==> src/rtl/mem_arbiter_if.sv <==
// rtl/mem_arbiter_if.sv - fetch, data and memory-side signal bundle for mem_arbiter
interface mem_arbiter_if #(
  parameter int ADDR_W = 32,
  parameter int DATA_W = 32
);
  logic              if_req;
  logic [ADDR_W-1:0] if_addr;
  logic [DATA_W-1:0] if_rdata;
  logic              if_ack;
  logic              d_req;
  logic              d_we;
  logic [3:0]        d_sel;
  logic [ADDR_W-1:0] d_addr;
  logic [DATA_W-1:0] d_wdata;
  logic [DATA_W-1:0] d_rdata;
  logic              d_ack;
  logic              mem_ce;
  logic              mem_we;
  logic [3:0]        mem_sel;
  logic [ADDR_W-1:0] mem_addr;
  logic [DATA_W-1:0] mem_wdata;
  logic [DATA_W-1:0] mem_rdata;
  logic              mem_ready;

  // slave: the arbiter itself; master: requesters plus memory around it
  modport slave (
    input  if_req, if_addr, d_req, d_we, d_sel, d_addr, d_wdata, mem_rdata, mem_ready,
    output if_rdata, if_ack, d_rdata, d_ack, mem_ce, mem_we, mem_sel, mem_addr, mem_wdata
  );
  modport master (
    output if_req, if_addr, d_req, d_we, d_sel, d_addr, d_wdata, mem_rdata, mem_ready,
    input  if_rdata, if_ack, d_rdata, d_ack, mem_ce, mem_we, mem_sel, mem_addr, mem_wdata
  );
endinterface

==> src/rtl/mem_arbiter.sv <==
// rtl/mem_arbiter.sv - single-port memory arbiter, data-over-fetch priority with fetch starvation guard
module mem_arbiter #(
  parameter int ADDR_W   = 32,
  parameter int DATA_W   = 32,
  parameter int MAX_WAIT = 4
) (
  input  logic         clk,
  input  logic         rst,
  mem_arbiter_if.slave bus
);
  typedef enum logic [1:0] {IDLE, BUSY_I, BUSY_D} state_t;

  localparam logic [3:0] WAIT_LIM = 4'(MAX_WAIT);

  state_t            state, state_nx;
  logic [3:0]        wait_cnt, wait_nx;
  logic              grant_i, grant_d;

  logic              ce_q, ce_nx;
  logic              we_q, we_nx;
  logic [3:0]        sel_q, sel_nx;
  logic [ADDR_W-1:0] addr_q, addr_nx;
  logic [DATA_W-1:0] wdata_q, wdata_nx;
  logic [DATA_W-1:0] if_rdata_q, if_rdata_nx;
  logic [DATA_W-1:0] d_rdata_q, d_rdata_nx;
  logic              if_ack_q, if_ack_nx;
  logic              d_ack_q, d_ack_nx;

  always_ff @(posedge clk or negedge rst) begin
    if (!rst) begin
      state      <= IDLE;
      wait_cnt   <= '0;
      ce_q       <= 1'b0;
      we_q       <= 1'b0;
      sel_q      <= '0;
      addr_q     <= '0;
      wdata_q    <= '0;
      if_rdata_q <= '0;
      d_rdata_q  <= '0;
      if_ack_q   <= 1'b0;
      d_ack_q    <= 1'b0;
    end else begin
      state      <= state_nx;
      wait_cnt   <= wait_nx;
      ce_q       <= ce_nx;
      we_q       <= we_nx;
      sel_q      <= sel_nx;
      addr_q     <= addr_nx;
      wdata_q    <= wdata_nx;
      if_rdata_q <= if_rdata_nx;
      d_rdata_q  <= d_rdata_nx;
      if_ack_q   <= if_ack_nx;
      d_ack_q    <= d_ack_nx;
    end
  end

  always_comb begin
    state_nx    = state;
    grant_i     = 1'b0;
    grant_d     = 1'b0;
    ce_nx       = ce_q;
    we_nx       = we_q;
    sel_nx      = sel_q;
    addr_nx     = addr_q;
    wdata_nx    = wdata_q;
    if_rdata_nx = if_rdata_q;
    d_rdata_nx  = d_rdata_q;
    if_ack_nx   = 1'b0;
    d_ack_nx    = 1'b0;

    case (state)
      IDLE: begin
        // data wins unless fetch has already been passed over WAIT_LIM times
        if (bus.d_req && (wait_cnt < WAIT_LIM)) grant_d = 1'b1;
        else if (bus.if_req)                    grant_i = 1'b1;
        else if (bus.d_req)                     grant_d = 1'b1;

        if (grant_d) begin
          state_nx = BUSY_D;
          ce_nx    = 1'b1;
          we_nx    = bus.d_we;
          sel_nx   = bus.d_sel;
          addr_nx  = bus.d_addr;
          wdata_nx = bus.d_wdata;
        end else if (grant_i) begin
          state_nx = BUSY_I;
          ce_nx    = 1'b1;
          we_nx    = 1'b0;
          sel_nx   = 4'b1111;
          addr_nx  = bus.if_addr;
          wdata_nx = '0;
        end
      end
      BUSY_I: begin
        if (bus.mem_ready) begin
          state_nx    = IDLE;
          if_rdata_nx = bus.mem_rdata;
          if_ack_nx   = 1'b1;
          ce_nx       = 1'b0;
          we_nx       = 1'b0;
          sel_nx      = '0;
        end
      end
      BUSY_D: begin
        if (bus.mem_ready) begin
          state_nx = IDLE;
          if (!we_q) d_rdata_nx = bus.mem_rdata;
          d_ack_nx = 1'b1;
          ce_nx    = 1'b0;
          we_nx    = 1'b0;
          sel_nx   = '0;
        end
      end
      default: state_nx = IDLE;
    endcase

    wait_nx = wait_cnt;
    if (!bus.if_req || grant_i)                 wait_nx = '0;
    else if (grant_d && (wait_cnt < WAIT_LIM))  wait_nx = wait_cnt + 4'd1;
  end

  assign bus.mem_ce    = ce_q;
  assign bus.mem_we    = we_q;
  assign bus.mem_sel   = sel_q;
  assign bus.mem_addr  = addr_q;
  assign bus.mem_wdata = wdata_q;
  assign bus.if_rdata  = if_rdata_q;
  assign bus.d_rdata   = d_rdata_q;
  assign bus.if_ack    = if_ack_q;
  assign bus.d_ack     = d_ack_q;
endmodule
==> src/flat_wrapper.sv <==
// flat-port wrapper written by rule: the top's interface ports become plain ports
module mem_arbiter_flat 
#(
  parameter int ADDR_W   = 32,
  parameter int DATA_W   = 32,
  parameter int MAX_WAIT = 4
)
  (clk, rst, bus_if_req, bus_if_addr, bus_d_req, bus_d_we, bus_d_sel, bus_d_addr, bus_d_wdata, bus_mem_rdata, bus_mem_ready, bus_if_rdata, bus_if_ack, bus_d_rdata, bus_d_ack, bus_mem_ce, bus_mem_we, bus_mem_sel, bus_mem_addr, bus_mem_wdata);
  mem_arbiter_if #(.ADDR_W(ADDR_W), .DATA_W(DATA_W)) bus_i ();
  input  logic clk;
  input  logic rst;
  input wire logic [$bits(bus_i.if_req)-1:0] bus_if_req;
  input wire logic [$bits(bus_i.if_addr)-1:0] bus_if_addr;
  input wire logic [$bits(bus_i.d_req)-1:0] bus_d_req;
  input wire logic [$bits(bus_i.d_we)-1:0] bus_d_we;
  input wire logic [$bits(bus_i.d_sel)-1:0] bus_d_sel;
  input wire logic [$bits(bus_i.d_addr)-1:0] bus_d_addr;
  input wire logic [$bits(bus_i.d_wdata)-1:0] bus_d_wdata;
  input wire logic [$bits(bus_i.mem_rdata)-1:0] bus_mem_rdata;
  input wire logic [$bits(bus_i.mem_ready)-1:0] bus_mem_ready;
  output wire logic [$bits(bus_i.if_rdata)-1:0] bus_if_rdata;
  output wire logic [$bits(bus_i.if_ack)-1:0] bus_if_ack;
  output wire logic [$bits(bus_i.d_rdata)-1:0] bus_d_rdata;
  output wire logic [$bits(bus_i.d_ack)-1:0] bus_d_ack;
  output wire logic [$bits(bus_i.mem_ce)-1:0] bus_mem_ce;
  output wire logic [$bits(bus_i.mem_we)-1:0] bus_mem_we;
  output wire logic [$bits(bus_i.mem_sel)-1:0] bus_mem_sel;
  output wire logic [$bits(bus_i.mem_addr)-1:0] bus_mem_addr;
  output wire logic [$bits(bus_i.mem_wdata)-1:0] bus_mem_wdata;
  assign bus_i.if_req = bus_if_req;
  assign bus_i.if_addr = bus_if_addr;
  assign bus_i.d_req = bus_d_req;
  assign bus_i.d_we = bus_d_we;
  assign bus_i.d_sel = bus_d_sel;
  assign bus_i.d_addr = bus_d_addr;
  assign bus_i.d_wdata = bus_d_wdata;
  assign bus_i.mem_rdata = bus_mem_rdata;
  assign bus_i.mem_ready = bus_mem_ready;
  assign bus_if_rdata = bus_i.if_rdata;
  assign bus_if_ack = bus_i.if_ack;
  assign bus_d_rdata = bus_i.d_rdata;
  assign bus_d_ack = bus_i.d_ack;
  assign bus_mem_ce = bus_i.mem_ce;
  assign bus_mem_we = bus_i.mem_we;
  assign bus_mem_sel = bus_i.mem_sel;
  assign bus_mem_addr = bus_i.mem_addr;
  assign bus_mem_wdata = bus_i.mem_wdata;
  mem_arbiter #(.ADDR_W(ADDR_W), .DATA_W(DATA_W), .MAX_WAIT(MAX_WAIT)) u_core (.clk(clk), .rst(rst), .bus(bus_i));
endmodule
==> config.mk <==
export PLATFORM = sky130hd
export DESIGN_NAME = mem_arbiter_flat
export DESIGN_NICKNAME = d
export VERILOG_FILES = /design/src/rtl/mem_arbiter_if.sv /design/src/rtl/mem_arbiter.sv /design/src/flat_wrapper.sv
export SDC_FILE = /design/constraint.sdc
export NUM_CORES = 1
export LEC_CHECK = 0
export CORE_UTILIZATION = 42
export DETAILED_ROUTE_END_ITERATION = 10
export GPL_TIMING_DRIVEN = 0
export PLACE_DENSITY = 0.81
export REMOVE_ABC_BUFFERS = 1
export SYNTH_ARGS = -nofsm -noshare
export SYNTH_HDL_FRONTEND = slang
export SYNTH_SLANG_ARGS = --single-unit
==> constraint.sdc <==
create_clock -name clk -period 2.6 [get_ports clk]
set_clock_uncertainty 0.05 [all_clocks]
set_input_delay 0.52 -clock clk [delete_from_list [all_inputs] [get_ports clk]]
set_output_delay 0.52 -clock clk [all_outputs]
set_load 0.02 [all_outputs]
## After elaboration in Yosys (flattened, before gate mapping)

Cells that the tools add are included.

- Register bits after elaboration: 142
- Input port bits: 138
- Output and inout port bits: 136
- Logic and storage cells: 65

- Add/sub/neg operators: 1
- $lt $le $gt $ge: 1
- Equal/unequal tests: 4
- Muxes and demuxes: 33
- Bitwise logic cells: 1
- Reductions and logical operators: 14

Operators by type and width:

| cell | count |
|---|---|
| $mux 32 | 4 |
| $mux 4 | 5 |
| $mux 1 | 17 |
| $pmux 4 s2 | 1 |
| $mux 2 | 3 |
| $reduce_and 2->1 | 3 |
| $reduce_and 3->1 | 2 |
| $reduce_bool 2->1 | 3 |
| $add 4x1->4 const B | 1 |
| $lt 4x3->1 const B | 1 |
| $pmux 1 s2 | 2 |
| $pmux 2 s2 | 1 |
| $ne 3x1->1 const B | 1 |
| $eq 2x1->1 const B | 1 |
| $eq 2x2->1 const B | 1 |
| $logic_and 1x1->1 | 2 |
| $logic_not 2->1 | 1 |
| $ne 2x1->1 const B | 1 |
| $reduce_or 2->1 | 1 |
| $logic_not 1->1 | 1 |
| $logic_or 1x1->1 | 1 |
| $not 1->1 | 1 |

## Depth between registers and ports, before layout

- Depth in word-level cells: 8
- Mapped depth: 7
- Mapped depth without buffers: 5

## Least setup slack after synthesis

Ideal clock, no wire load.

- Path kind: register to register
- Start point: reg u_core.state[0]
- End point: reg u_core.sel_q[0] (netlist: u_core.bus.mem_sel[0])
- Library setup time: 0.121 ns
- Arrival: 1.604 ns
- Data required time: 2.429 ns
- Setup slack: 0.825 ns
- Cell stages (with the launch flop): 7
- Buffers on the path: 1
- Period minus slack after synthesis: 1.775 ns
- Path through: dfrtp_1 > inv_1 > ha_1 > nor2b_1 > or3_1 > buf_2 > a22o_1

- Word-level cells in the longest chain between the ends: 4
- Elaborated cells between the ends (all ways): 9
- Classes of those cells: eq/ne (4); mux (1); reduce/logical (4)

Ends and longest elaborated chain:

| element | RTL line | RTL |
|---|---|---|
| from (decl) | mem_arbiter.sv:15 | `state_t state, state_nx;` |
| from (signal assigned) | mem_arbiter.sv:43 | `state <= state_nx;` |
| $eq 2x1->1 / $eq 2x2->1 (equally long branches) | mem_arbiter.sv:71 | `case (state)` |
| $reduce_or 2->1 (no line) | -- |  |
| $ne 2x1->1 (no line) / $reduce_bool 2->1 (equally long branches) | -- |  |
| $reduce_and 3->1 (no line) | -- |  |
| to (signal assigned) | mem_arbiter.sv:47 | `sel_q <= sel_nx;` |
| to (decl) | mem_arbiter.sv:21 | `logic [3:0] sel_q, sel_nx;` |

Several ways; a longest one is shown, not always the timed one.
A chain may end at the register's enable or synchronous reset.

## Worst setup path in the final report

- Start point: reg u_core.state[0]
- End point: reg u_core.addr_q[30] (netlist: u_core.bus.mem_addr[30])

- Word-level cells in the longest chain between the ends: 2

Ends and longest elaborated chain:

| element | RTL line | RTL |
|---|---|---|
| $logic_not 2->1 | mem_arbiter.sv:71 |  |
| $reduce_and 2->1 (no line) | -- |  |
| to (signal assigned) | mem_arbiter.sv:48 | `addr_q <= addr_nx;` |
| to (decl) | mem_arbiter.sv:22 | `logic [ADDR_W-1:0] addr_q, addr_nx;` |

Every way passes these cells.

==> results by group <==
Critical path
  • Crit path arrival time: 2640 ps
  • Critical Path RT: 2870 ps
  • Type of origin of the critical path: register
  • Crit-path max FO: 42
  • Endpoint class of the critical path: register
  • Setup CP Type: reg2reg

Placed design
  • # placed instances: 936
  • Pre-CTS setup slack: -351 ps
  • I/O Buffers: 273
  • Detail Placement HPWL: 11.8 mm
  • Global placement routability congestion: 0.755

Logic synthesis
  • Commonest cells in the netlist: dfrtp_1, nand2_1, mux2_2, o21ai_0, nand4_1
  • Synthesized area: 5970 sq um
  • Synth Area in Compound Gates: 9.70%
  • Syn_area_per_cell: 11.5 sq um
  • Synth Flop Type: dfrtp_1
  • Cells after Synth: 520
  • Main combinational cell family by area after synthesis: simple AND/OR/NAND/NOR gates
  • Unique masters post-synth: 31
  • Synth Register Bits: 142
  • Yosys warnings: 0
  • Simple-Gate Fraction of Synth Area: 13.8%
  • Count leader, synth: dfrtp_1
  • Synth top area cells: dfrtp_1, mux2_2, nand2_1
  • Post-synth EDFFs: 0
  • Area share of fa/ha/maj cells after synthesis: 1.05%
  • Post-synthesis mux area share: 12.1%
  • Share of the synthesized area in the top cell type: 59.5%
  • Largest area contributor in the synthesized netlist: dfrtp_1
  • XOR/XNOR Fraction of Synth Area: 0%
  • Seq/Total Area, Yosys: 59.5%
  • Async set or reset register ratio after synthesis: 100%

Clocking
  • Hold Buf Count CTS: 0
  • Clock Latency Late Sink: 410 ps
  • Root Driver: clkbuf_16
  • TritonCTS Buffers: 17
  • Clock-pin slew on the worst setup and hold paths: 60 ps
  • CTS Sinks: 142
  • Total number of H-tree levels: 4
  • Postcts setup bufs: 0
  • CTS Buffer Depth: 2
  • CTS tree: done

GRT
  • Vias in the first global route: 5,031
  • Largest net degree at the start of global routing: 79
  • First-pass GRT wire length: 25.9 mm
  • GRT Resource Usage Total: 23.2%
  • Overflow after GRT: 0
  • Initial antenna violation count: 0

Status
  • Run status: finished clean

Routing
  • Vias/cell: 5.20
  • Antenna-violating nets left: 0
  • Initial DRC Count: 341
  • # DRC: 0
  • Total routed wirelength: 16.8 mm
  • TritonRoute pass-1 iters: 4
  • Drt wl/cell: 17.4 um
  • Vias post-DR: 5,035

Timing
  • RSZ-0062 raised after global routing: no
  • Minimum clock period: 2370 ps
  • Tcrit/Tclk final: 91.3%
  • Worst slew margin: 38.9%
  • Worst setup margin: 227 ps
  • Final Hold Fails: 0
  • Max Slew Vio Count: 0
  • Fmax: 0.421 GHz
  • Worst slew pin tran: 913 ps
  • Final Setup Violations: 0

Hold path
  • Hold Path Class: in2async

Layout
  • Proportion of layout cells with a drive suffix above 1: 15.1%
  • Diode count: 0
  • Finished Layout Cells: 968
  • Syn-to-layout area delta: 58.0%
  • # nets final: 918

Die
  • Row count: 43
  • Die Span Y: 121 um
  • Initial Utilization: 43.0%
  • Die area: 14,700 sq um
  • Core region area: 13,900 sq um
  • Die Width: 121 um
  • Num ports: 274

Power and ir drop
  • Maximum vdd ir drop: 0.532 mV
  • Pwr Total: 12.4 mW
  • Leakage power: 3.99 nW
  • Power per Cell Area: 1310 nW/um^2

Job
  • Max-cap viol count: 0
[repair_timing]
item / in CTS / in global routing
pin swaps: 0 / 0
resized for setup: 1 / 1
setup endpoints to repair: 31 / 12
[per-layer routing]
| metal | track usage (%) | share of wire [%] | up-vias |
|---|---|---|---|
| li1 | - | - | 2319 |
| met1 | 27.2 | 41 | 2470 |
| met2 | 39.8 | 49 | 226 |
| met3 | 7.75 | 8.3 | 20 |
| met4 | 7.87 | 1.3 | 0 |
| met5 | 0 | 0 | - |
[layout by cell type, fill, tap and decap left out, drive strengths merged, types with 2 or more instances in the layout]
master	n
clkdlybuf4s50	271
dfrtp	142
nand2	131
mux2	64
o21ai	35
nand4	32
o211ai	32
clkbuf	19
clkinv	7
inv	6
buf	6
nand3b	5
a22o	5
ha	5
nor3b	3
bufinv	3
nand2b	3
nor2b	2
o31ai	2
nor2	2
a21boi	2
and2	2
[worst paths after layout]
check | from | endpoint | slack (ps) | depth (start not counted)
max | u_core.state[0]$_DFFE_PN0P_ | u_core.bus.mem_addr[30]$_DFFE_PN0P_ | 230 | 6
min | rst | u_core.bus.mem_addr[12]$_DFFE_PN0P_ | 30 | 1
max reg2reg | u_core.state[0]$_DFFE_PN0P_ | u_core.bus.mem_addr[30]$_DFFE_PN0P_ | 230 | 6
min reg2reg | u_core.bus.mem_wdata[20]$_DFFE_PN0P_ | u_core.bus.mem_wdata[20]$_DFFE_PN0P_ | 430 | 2
max in group asynchronous | rst | u_core.bus.if_rdata[2]$_DFFE_PN0P_ | 1680 | 2
min in group clk | u_core.bus.mem_wdata[20]$_DFFE_PN0P_ | u_core.bus.mem_wdata[20]$_DFFE_PN0P_ | 430 | 2
[report_power, final]
group	internal (mW)	switching (mW)	total, mW
combinational	2.96	3.12	6.07
clock	1.51	0.925	2.44
sequential	3.27	0.568	3.84
total	7.74	4.61	12.4
[flip-flops by register name, summed over array words and instances (netlist names), 2 cells and up]
| name | count |
|---|---|
| u_core.bus.mem_sel | 4 |
| u_core.state | 2 |
| u_core.bus.mem_wdata | 32 |
| u_core.wait_cnt | 4 |
| u_core.bus.mem_addr | 32 |
| u_core.bus.if_rdata | 32 |
| u_core.bus.d_rdata | 32 |
[metrics by stage]
step	hold slack, ps	utilization, %	area [sq um]	TNS [ps]
6_report	31.7	68.0	9440	0
4_1_cts	49.8	68.0	9440	0
5_1_grt	66.9	68.0	9440	0
2_1_floorplan	174	-	5760	-112090
3_5_place_dp	423	63.6	8830	-12650
3_3_place_gp	409	62.8	8710	-1009680
[kinds of logic after synthesis]
| family | count (synthesis) |
|---|---|
| AOI/OAI and AO/OA | 80 |
| buffers and inverters | 45 |
| muxes | 64 |
| and+or+nand+nor | 184 |
| DFF | 142 |
| adders and majority gates | 5 |
[area by class of cell]
type                            count  area, sq um
Tap cell                          180          225
Clock buffer                       19          433
Timing Repair Buffer              277         2820
Clock inverter                     13          165
Inverter                            4         15.0
Sequential cell                   142         3550
Multi-Input combinational cell    333         2230
Fill cell                         997         4440
[worst max-delay path, stage by stage (launching register included)]
cell and delay, ps:
dfrtp_1 410, inv_1 140, ha_4 460, o21a_2 680
buf_12 270, nand2_1 80, o211ai_1 170
Note: power is estimated with default switching activity, not from simulation.
